<file path="config.mk">
export PLATFORM = sky130hd
export DESIGN_NAME = text_term_writer_flat
export DESIGN_NICKNAME = d
export VERILOG_FILES = /design/src/rtl/text_term_writer_if.sv /design/src/rtl/text_term_writer.sv /design/src/flat_wrapper.sv
export SDC_FILE = /design/constraint.sdc
export NUM_CORES = 1
export LEC_CHECK = 0
export ABC_AREA = 1
export CAP_MARGIN = 20
export CORE_ASPECT_RATIO = 0.9
export CORE_MARGIN = 4
export CORE_UTILIZATION = 51
export DETAILED_ROUTE_END_ITERATION = 16
export PLACE_DENSITY = 0.87
export SETUP_SLACK_MARGIN = 0.02
export SLEW_MARGIN = 20
export SYNTH_ARGS = -nofsm -noshare
export SYNTH_HDL_FRONTEND = slang
export SYNTH_SLANG_ARGS = --single-unit
</file>
<file path="constraint.sdc">
create_clock -name clk -period 2.35 [get_ports clk]
set_clock_uncertainty 0.1 [all_clocks]
set_input_delay 0.3525 -clock clk [delete_from_list [all_inputs] [get_ports clk]]
set_output_delay 0.3525 -clock clk [all_outputs]
set_load 0.005 [all_outputs]
</file>
<file path="src/rtl/text_term_writer_if.sv">
// Byte-stream handshake between a character source (CPU/UART) and the terminal writer.
//   in_data  : character/control byte, source -> writer
//   in_valid : in_data valid, source -> writer
//   in_ready : writer can accept a byte this cycle, writer -> source
interface text_term_writer_if;
  logic [7:0] in_data;
  logic       in_valid;
  logic       in_ready;

  modport master (output in_data, output in_valid, input  in_ready);
  modport slave  (input  in_data, input  in_valid, output in_ready);
endinterface

</file>
<file path="src/rtl/text_term_writer.sv">
// Character terminal front-end for the 20x15 text display. Takes bytes over a
// valid/ready stream, tracks the cursor, interprets control codes and issues
// single-byte writes to the video RAM write port.
// Optional feature macro: TEXT_TERM_TAB_EN (0x09 advances to the next 4-column stop).
// Ports:
//   clk, rst_n  : clock, asynchronous active-low reset
//   in_if       : byte stream (slave side: in_data, in_valid, in_ready)
//   vidData     : video RAM write data
//   vidAdrs     : video RAM write address, row*COLS + col
//   vidWE       : video RAM write strobe, one cycle per byte
//   cur_col     : cursor column
//   cur_row     : cursor row
//   busy        : multi-cycle clear/tab sequence in progress
module text_term_writer #(
  parameter int unsigned COLS           = 20,
  parameter int unsigned ROWS           = 15,
  parameter logic [7:0]  FILL           = 8'h20,
  parameter bit          CLEAR_ON_RESET = 1'b1
) (
  input  logic                 clk,
  input  logic                 rst_n,
  text_term_writer_if.slave    in_if,
  output logic [7:0]           vidData,
  output logic [8:0]           vidAdrs,
  output logic                 vidWE,
  output logic [4:0]           cur_col,
  output logic [3:0]           cur_row,
  output logic                 busy
);

  localparam int unsigned AW = 9;
  localparam int unsigned CW = 5;
  localparam int unsigned RW = 4;
  localparam int unsigned DW = 8;

  typedef enum logic [1:0] {IDLE, CLEAR_LINE, CLEAR_SCREEN, TAB} state_t;

  localparam state_t RST_STATE = CLEAR_ON_RESET ? CLEAR_SCREEN : IDLE;

  state_t        state_q, state_d;
  logic [CW-1:0] col_q, col_d;
  logic [RW-1:0] row_q, row_d;
  logic [AW-1:0] cnt_q, cnt_d;
  logic [AW-1:0] adrs_q, adrs_d;
  logic [DW-1:0] data_q, data_d;
  logic          we_q, we_d;
  logic          ready_q, ready_d;
  logic          busy_q, busy_d;

  logic          accept;
  logic          last_col;
  logic [RW-1:0] nrow;
  logic [AW-1:0] row_base;
  logic [AW-1:0] nrow_base;
  logic [AW-1:0] cur_adr;

  // Cursor-derived addresses; the next row wraps to 0 since there is no scrolling.
  always_comb begin
    accept    = in_if.in_valid & ready_q;
    last_col  = (col_q == CW'(COLS - 1));
    nrow      = (row_q == RW'(ROWS - 1)) ? '0 : row_q + RW'(1);
    row_base  = AW'(AW'(row_q) * AW'(COLS));
    nrow_base = AW'(AW'(nrow) * AW'(COLS));
    cur_adr   = AW'(row_base + AW'(col_q));
  end

  // Next-state and write-port logic.
  always_comb begin
    state_d = state_q;
    col_d   = col_q;
    row_d   = row_q;
    cnt_d   = cnt_q;
    adrs_d  = adrs_q;
    data_d  = data_q;
    we_d    = 1'b0;

    case (state_q)
      IDLE: begin
        if (accept) begin
          if (in_if.in_data >= 8'h20 && in_if.in_data <= 8'h7E) begin
            we_d   = 1'b1;
            adrs_d = cur_adr;
            data_d = in_if.in_data;
            if (last_col) begin
              col_d   = '0;
              row_d   = nrow;
              cnt_d   = nrow_base;
              state_d = CLEAR_LINE;
            end else begin
              col_d = col_q + CW'(1);
            end
          end else begin
            case (in_if.in_data)
              8'h0A: begin
                col_d   = '0;
                row_d   = nrow;
                cnt_d   = nrow_base;
                state_d = CLEAR_LINE;
              end
              8'h0D: col_d = '0;
              8'h08: begin
                if (col_q != '0) begin
                  col_d  = col_q - CW'(1);
                  we_d   = 1'b1;
                  adrs_d = AW'(cur_adr - AW'(1));
                  data_d = FILL;
                end
              end
              8'h0C: begin
                cnt_d   = '0;
                state_d = CLEAR_SCREEN;
              end
`ifdef TEXT_TERM_TAB_EN
              8'h09: state_d = TAB;
`endif
              default: ;
            endcase
          end
        end
      end

      CLEAR_LINE: begin
        we_d   = 1'b1;
        adrs_d = cnt_q;
        data_d = FILL;
        cnt_d  = cnt_q + AW'(1);
        if (cnt_q == AW'(row_base + AW'(COLS - 1))) state_d = IDLE;
      end

      CLEAR_SCREEN: begin
        we_d   = 1'b1;
        adrs_d = cnt_q;
        data_d = FILL;
        cnt_d  = cnt_q + AW'(1);
        if (cnt_q == AW'(COLS * ROWS - 1)) begin
          state_d = IDLE;
          col_d   = '0;
          row_d   = '0;
        end
      end

      TAB: begin
`ifdef TEXT_TERM_TAB_EN
        // One FILL per cycle; stop once the cursor lands on a multiple of 4.
        we_d   = 1'b1;
        adrs_d = cur_adr;
        data_d = FILL;
        if (last_col) begin
          col_d   = '0;
          row_d   = nrow;
          cnt_d   = nrow_base;
          state_d = CLEAR_LINE;
        end else begin
          col_d = col_q + CW'(1);
          if (col_q[1:0] == 2'b11) state_d = IDLE;
        end
`else
        state_d = IDLE;
`endif
      end

      default: state_d = IDLE;
    endcase

    ready_d = (state_d == IDLE);
    busy_d  = (state_d != IDLE);
  end

  // State and output registers.
  always_ff @(posedge clk or negedge rst_n) begin
    if (!rst_n) begin
      state_q <= RST_STATE;
      col_q   <= '0;
      row_q   <= '0;
      cnt_q   <= '0;
      adrs_q  <= '0;
      data_q  <= FILL;
      we_q    <= 1'b0;
      ready_q <= !CLEAR_ON_RESET;
      busy_q  <= CLEAR_ON_RESET;
    end else begin
      state_q <= state_d;
      col_q   <= col_d;
      row_q   <= row_d;
      cnt_q   <= cnt_d;
      adrs_q  <= adrs_d;
      data_q  <= data_d;
      we_q    <= we_d;
      ready_q <= ready_d;
      busy_q  <= busy_d;
    end
  end

  assign in_if.in_ready = ready_q;
  assign vidData        = data_q;
  assign vidAdrs        = adrs_q;
  assign vidWE          = we_q;
  assign cur_col        = col_q;
  assign cur_row        = row_q;
  assign busy           = busy_q;

endmodule

</file>
<file path="src/flat_wrapper.sv">
// flat-port wrapper written by rule: the top's interface ports become plain ports
module text_term_writer_flat 
#(
  parameter int unsigned COLS           = 20,
  parameter int unsigned ROWS           = 15,
  parameter logic [7:0]  FILL           = 8'h20,
  parameter bit          CLEAR_ON_RESET = 1'b1
)
  (clk, rst_n, vidData, vidAdrs, vidWE, cur_col, cur_row, busy, in_if_in_data, in_if_in_valid, in_if_in_ready);
  text_term_writer_if in_if_i ();
  input  logic clk;
  input  logic rst_n;
  output logic [7:0] vidData;
  output logic [8:0] vidAdrs;
  output logic vidWE;
  output logic [4:0] cur_col;
  output logic [3:0] cur_row;
  output logic busy;
  input wire logic [$bits(in_if_i.in_data)-1:0] in_if_in_data;
  input wire logic [$bits(in_if_i.in_valid)-1:0] in_if_in_valid;
  output wire logic [$bits(in_if_i.in_ready)-1:0] in_if_in_ready;
  assign in_if_i.in_data = in_if_in_data;
  assign in_if_i.in_valid = in_if_in_valid;
  assign in_if_in_ready = in_if_i.in_ready;
  text_term_writer #(.COLS(COLS), .ROWS(ROWS), .FILL(FILL), .CLEAR_ON_RESET(CLEAR_ON_RESET)) u_core (.clk(clk), .rst_n(rst_n), .in_if(in_if_i), .vidData(vidData), .vidAdrs(vidAdrs), .vidWE(vidWE), .cur_col(cur_col), .cur_row(cur_row), .busy(busy));
endmodule
</file>
* After elaboration in Yosys (flattened, before gate mapping)
Index checks and enable logic that the tools add are counted.
Storage, ports and cells: logic and storage cells 95, output and inout port bits 29, bits of input ports 11, register bits after elaboration 40
Cells by class: equality and inequality tests 20, add/sub/neg operators 7, reductions and logical operators 13, $mul 2, multiplexer cells 41, $lt $le $gt $ge 2, bitwise gates (word level) 1
Operators with widths (number):
- $mux W9 | 7
- $pmux W9 S2 | 3
- $eq A8 B4 Y1 const B | 4
- $mux W8 | 4
- $mux W5 | 5
- $mux W4 | 6
- $pmux W5 S2 | 2
- $pmux W8 S2 | 1
- $mul A4 B3 Y7 const B | 2
- $mux W2 | 5
- $reduce_and A5 Y1 | 2
- $add A9 B1 Y9 const B | 1
- $add A9 B5 Y9 | 1
- $add A9 B5 Y9 const B | 1
- $eq A9 B9 Y1 | 1
- $eq A9 B9 Y1 const B | 1
- $ne A3 B2 Y1 const B | 3
- $sub A9 B1 Y9 const B | 1
- $ge A8 B6 Y1 const B | 1
- $le A8 B7 Y1 const B | 1
- $ne A4 B3 Y1 const B | 2
- $pmux W2 S4 | 1
- $pmux W4 S2 | 1
- $reduce_and A4 Y1 | 2
- other kinds (19) | 28

* Longest topological paths before layout
depth in word-level cells 8, mapped depth 17, depth with buffers taken out 17

* Worst setup path before layout
No wires, ideal clock.
kind register to register, start point register u_core.row_q[1], in the netlist u_core.cur_row[1], end point register u_core.ready_q, in the netlist u_core.in_if.in_ready, path slack -0.107 ns, library setup time 0.071 ns, arrival 2.286 ns, buffers on the path 0, data required time 2.179 ns, clock period less this slack 2.457 ns, stages on the path, launching flop included 16, cells stage by stage dfrtp_1 ha_1 ha_1 fa_1 nand2_1 nor2_1 inv_1 nand3_1 nand2_1 inv_1 nand3_1 nand2_1 nand2_1 nand2_1 nand2_1 nor2_1
Between the ends: cells in the longest elaborated chain, start to end 6
Ends and longest elaborated chain:
- from (decl) | line text_term_writer.sv:42 | logic [RW-1:0] row_q, row_d;
- from (signal assigned) | line text_term_writer.sv:184 | row_q <= row_d;
- $mul A4 B3 Y7 | line text_term_writer.sv:62 | row_base = AW'(AW'(row_q) * AW'(COLS));
- $add A9 B5 Y9 | line text_term_writer.sv:127 | if (cnt_q == AW'(row_base + AW'(COLS - 1))) state_d = IDLE;
- $eq A9 B9 Y1 | line text_term_writer.sv:127
- $mux W2 | line text_term_writer.sv:127
- $pmux W2 S4 | line text_term_writer.sv:77 | case (state_q)
- net u_core.state_d[0] | line text_term_writer.sv:40 | state_t state_q, state_d;
- $logic_not A2 Y1 | line text_term_writer.sv:165 | ready_d = (state_d == IDLE);
- net u_core.ready_d | line text_term_writer.sv:47 | logic ready_q, ready_d;
- to (signal assigned) | line text_term_writer.sv:179 | ready_q <= !CLEAR_ON_RESET;
- to (signal assigned) | line text_term_writer.sv:189 | ready_q <= ready_d;
- to (decl) | line text_term_writer.sv:47
The timed path passes the listed nets, and every way through them passes these cells. A chain may end at the register's enable or synchronous reset.

* Worst setup path in the final report
Ends and elaborated chain as after synthesis.

==> results.ini <==
[run_status]
status = finished with violations
violations = setup timing

[synthesis]
ys_top_cells_by_area = dfrtp_1 (28%), nand2_1 (17%), ha_1 (7.6%)
ys_ff_latch = 40
avgSynthCellArea_sq_um = 6.919
synth_top_area_share_pct = 27.94
ys_types = 39
synth-edff-count = 0
synth_nets = 513
synth_cells = 479
synthFlopType = dfrtp_1
synth-seq-area-share_pct = 30.31
yosysWarnings = 0
yosys.area.top_type = dfrtp_1
ys_async_sr_fraction_pct = 100.0
syn-cell-area_sq_um = 3314

[critical_path]
required_ps = 2480
crit_chain = ha_4 -> ha_4 -> fa_2 -> nand2_2 -> inv_2 -> nor2_1 -> nand2_1 -> nand2_1 -> nor2_2 -> nand3_2 -> nand2_2 -> nand2_4 -> nand2_1 -> nand2_1 -> nor2_1
crit_slowest_cell = fa_2
critical_path_class = flip-flop to flip-flop
slowest_delay_ps = 600
cp_top_family = adder cells
cp.arrival_ps = 2650
worst-path-stages = 15
cp.buffers_inverters = 1
cp_common_cell = nand2_1
worst_setup_path_start_kind = flip-flop
cp-end-kind = flip-flop
r2r_cells = 15
path_max_fanout = 4

[sta]
max_freq_mhz = 398.0
slew_violations = 0
rsz0062_at_grt = yes
setup_ws_ps = -162.5
period_minus_slack_ps = 2512
hold_viol_final = 0
worst_slew_pin_slew_ps = 536.9
tns_ps = -616.3
setup_violations = 8
period_share_pct = 106.9
relSlewSlack_pct = 64.21
holdWs_ps = 12.23

[drt]
vias = 3479
via_per_inst = 5.427
firstDrtPassIters = 5
drc = 0
wl_um = 9410
drt.antenna.violating_nets = 0
drtIter0Drc = 228
post_drt_wl_per_cell_um = 14.68

[final_layout]
multi_input_area_sq_um = 2168
regArea_sq_um = 1008
layout-drive-gt1-share_pct = 25.45
layout.nets = 587
diodes = 0
area_growth_pct = 31.45
nFillCells = 532

[global_route]
overflow = 0
grt_usage_pct = 24.29
grt_pass1_vias = 3431
use_met3_pct = 4.480
grt_antenna_before_repair = 0
use_met2_pct = 42.51
grt-busiest-layer = met2
use_met1_pct = 29.82
grt_max_degree = 41
grt_pass1_wl_um = 15600

[clock_tree]
cts_tree = yes
htreeDepth = 2
ctsLongestPathBuffers = 2
cts_buffers = 5
numClockSinks = 40
postCtsHoldBufs = 0
clk-insertion-delay-late_ps = 300
path_clk_slew_ps = 80
cts_root_buf = clkbuf_8

[pwr]
leakage_nw = 2.112
ir_drop_mv = 0.6088
pwr_density_cell_nw_per_um2 = 1471

[floorplanning]
die-width_um = 92.98
rows = 27
initial_utilization_pct = 53.32
die_y_um = 84.48
coreArea_sq_um = 6216
pin_count = 40
dieArea_sq_um = 7855

[placement]
place_congestion = 0.9850
portBuffers = 39
dp_hpwl_um = 6654

[hold_path]
hold_path_class = primary input to async pin

[job]
cap_viol_max_count = 0

flip-flops by register name (all words and copies together) (netlist names):
signal                 count
u_core.vidData             8
u_core.busy                1
u_core.vidWE               1
u_core.in_if.in_ready      1
u_core.cur_col             5
u_core.cnt_q               9
u_core.cur_row             4
u_core.vidAdrs             9
u_core.state_q             2
what timing repair did:
| action | in CTS | in global routing |
|---|---|---|
| endpoints found under the hold margin | 0 | 0 |
| pin swaps | 13 | 24 |
| endpoints found under the setup margin | 9 | 11 |
| buffers inserted | 5 | 3 |
| resized for setup | 29 | 33 |
path summary, 6_finish.rpt:
check,start,endpoint,slack [ps]
worst max-delay path,u_core.cur_row[1],u_core.in_if.in_ready,-160
worst min-delay path,rst_n,u_core.cur_row[3],10
worst max register to register,u_core.cur_row[1],u_core.in_if.in_ready,-160
worst min register to register,u_core.vidAdrs[5],u_core.vidAdrs[5],380
max in group asynchronous,rst_n,u_core.vidData[5],1750
min in group clk,u_core.vidAdrs[5],u_core.vidAdrs[5],380
synth_stat cells, types with 2 or more instances:
| cell | instances |
|---|---|
| a21oi_1 | 25 |
| a32oi_1 | 2 |
| buf_2 | 4 |
| buf_6 | 3 |
| dfrtp_1 | 37 |
| dfstp_2 | 3 |
| fa_1 | 3 |
| ha_1 | 20 |
| inv_1 | 58 |
| inv_2 | 6 |
| nand2_1 | 150 |
| nand2_2 | 8 |
| nand3_1 | 34 |
| nand3_2 | 3 |
| nand3b_1 | 3 |
| nand4_1 | 2 |
| nor2_1 | 40 |
| nor2_2 | 4 |
| nor2_4 | 3 |
| nor3_1 | 6 |
| o211ai_1 | 3 |
| o21ai_0 | 23 |
| o21ai_1 | 3 |
| o21ai_2 | 11 |
| o22ai_1 | 2 |
| o31ai_1 | 2 |
| xnor2_1 | 4 |
| xor2_1 | 6 |
worst reg2reg max path, cell delays in order (launching register included):
cell and delay [ps]:
dfrtp_2 430, ha_4 250, ha_4 160, fa_2 600
nand2_2 70, inv_2 70, nor2_1 40, nand2_1 50
nand2_1 60, nor2_2 130, nand3_2 110, nand2_2 100
nand2_4 70, nand2_1 70, nand2_1 60, nor2_1 80
area by class of cell:
class / instances / share of cell area, %
Tap cell: 87 / 2.499
Sequential cell: 40 / 23.15
Multi-Input combinational cell: 363 / 49.77
Inverter: 65 / 5.773
Clock inverter: 1 / 0.6893
Clock buffer: 7 / 2.211
Timing Repair Buffer: 78 / 15.91
per-layer routing:
metal	vias to the layer above	routed length, um
li1	1683	-
met5	-	0
met4	0	153
met2	150	4807
met3	19	577
met1	1627	3872
report_power, final:
part           total, mW  internal, mW  switching, mW
sequential          1.26          1.00          0.257
combinational       4.51          1.97           2.53
clock              0.644         0.375          0.269
per-stage QoR:
step	util (%)	total power [mW]	instances	setup slack, ps	cell area [sq um]
final	70.09	6.408	641	-162.5	4357
after global routing	70.09	6.908	641	-304.0	4357
after CTS	68.08	6.001	639	-94.22	4232
after detailed placement	64.21	5.114	626	-219.9	3991
after global placement	64.21	4.980	626	-122.4	3991
after floorplan	-	3.791	479	8.661	3361
cell usage in the layout (no fill, tap or decap), types with 2 or more instances in the layout:
master	synthesis	final
ha_1	20	15
a21oi_1	25	21
dfstp_2	3	3
nor3_1	6	5
nand2_2	8	18
inv_4	1	3
nand2_1	150	134
o21ai_1	3	6
inv_1	58	51
dfrtp_2	0	3
buf_4	1	35
o22ai_1	2	2
clkdlybuf4s50_1	0	38
nand3_2	3	5
inv_2	6	11
xor2_1	6	6
a21oi_2	0	4
nand3b_1	3	3
a32oi_1	2	2
nor2_2	4	8
nor2_1	40	34
dfrtp_1	37	34
clkbuf_8	0	7
o21ai_0	23	18
nand2_4	0	6
ha_4	0	4
nor2_4	3	5
nand3_1	34	32
xnor2_1	4	3
o31ai_1	2	2
nand4_1	2	2
o21ai_2	11	13
o211ai_1	3	3
fa_2	0	3
buf_6	3	4
kinds of logic after synthesis:
group | count (synthesis) | synth area share, %
AOI/OAI and AO/OA | 74 | 13.48
xor gates and xnor gates | 10 | 2.642
adders and majority gates | 23 | 9.362
buffers and inverters | 76 | 10.46
DFF | 40 | 30.31
and+or+nand+nor | 256 | 33.75
Note: power is estimated with default switching activity, not from simulation.
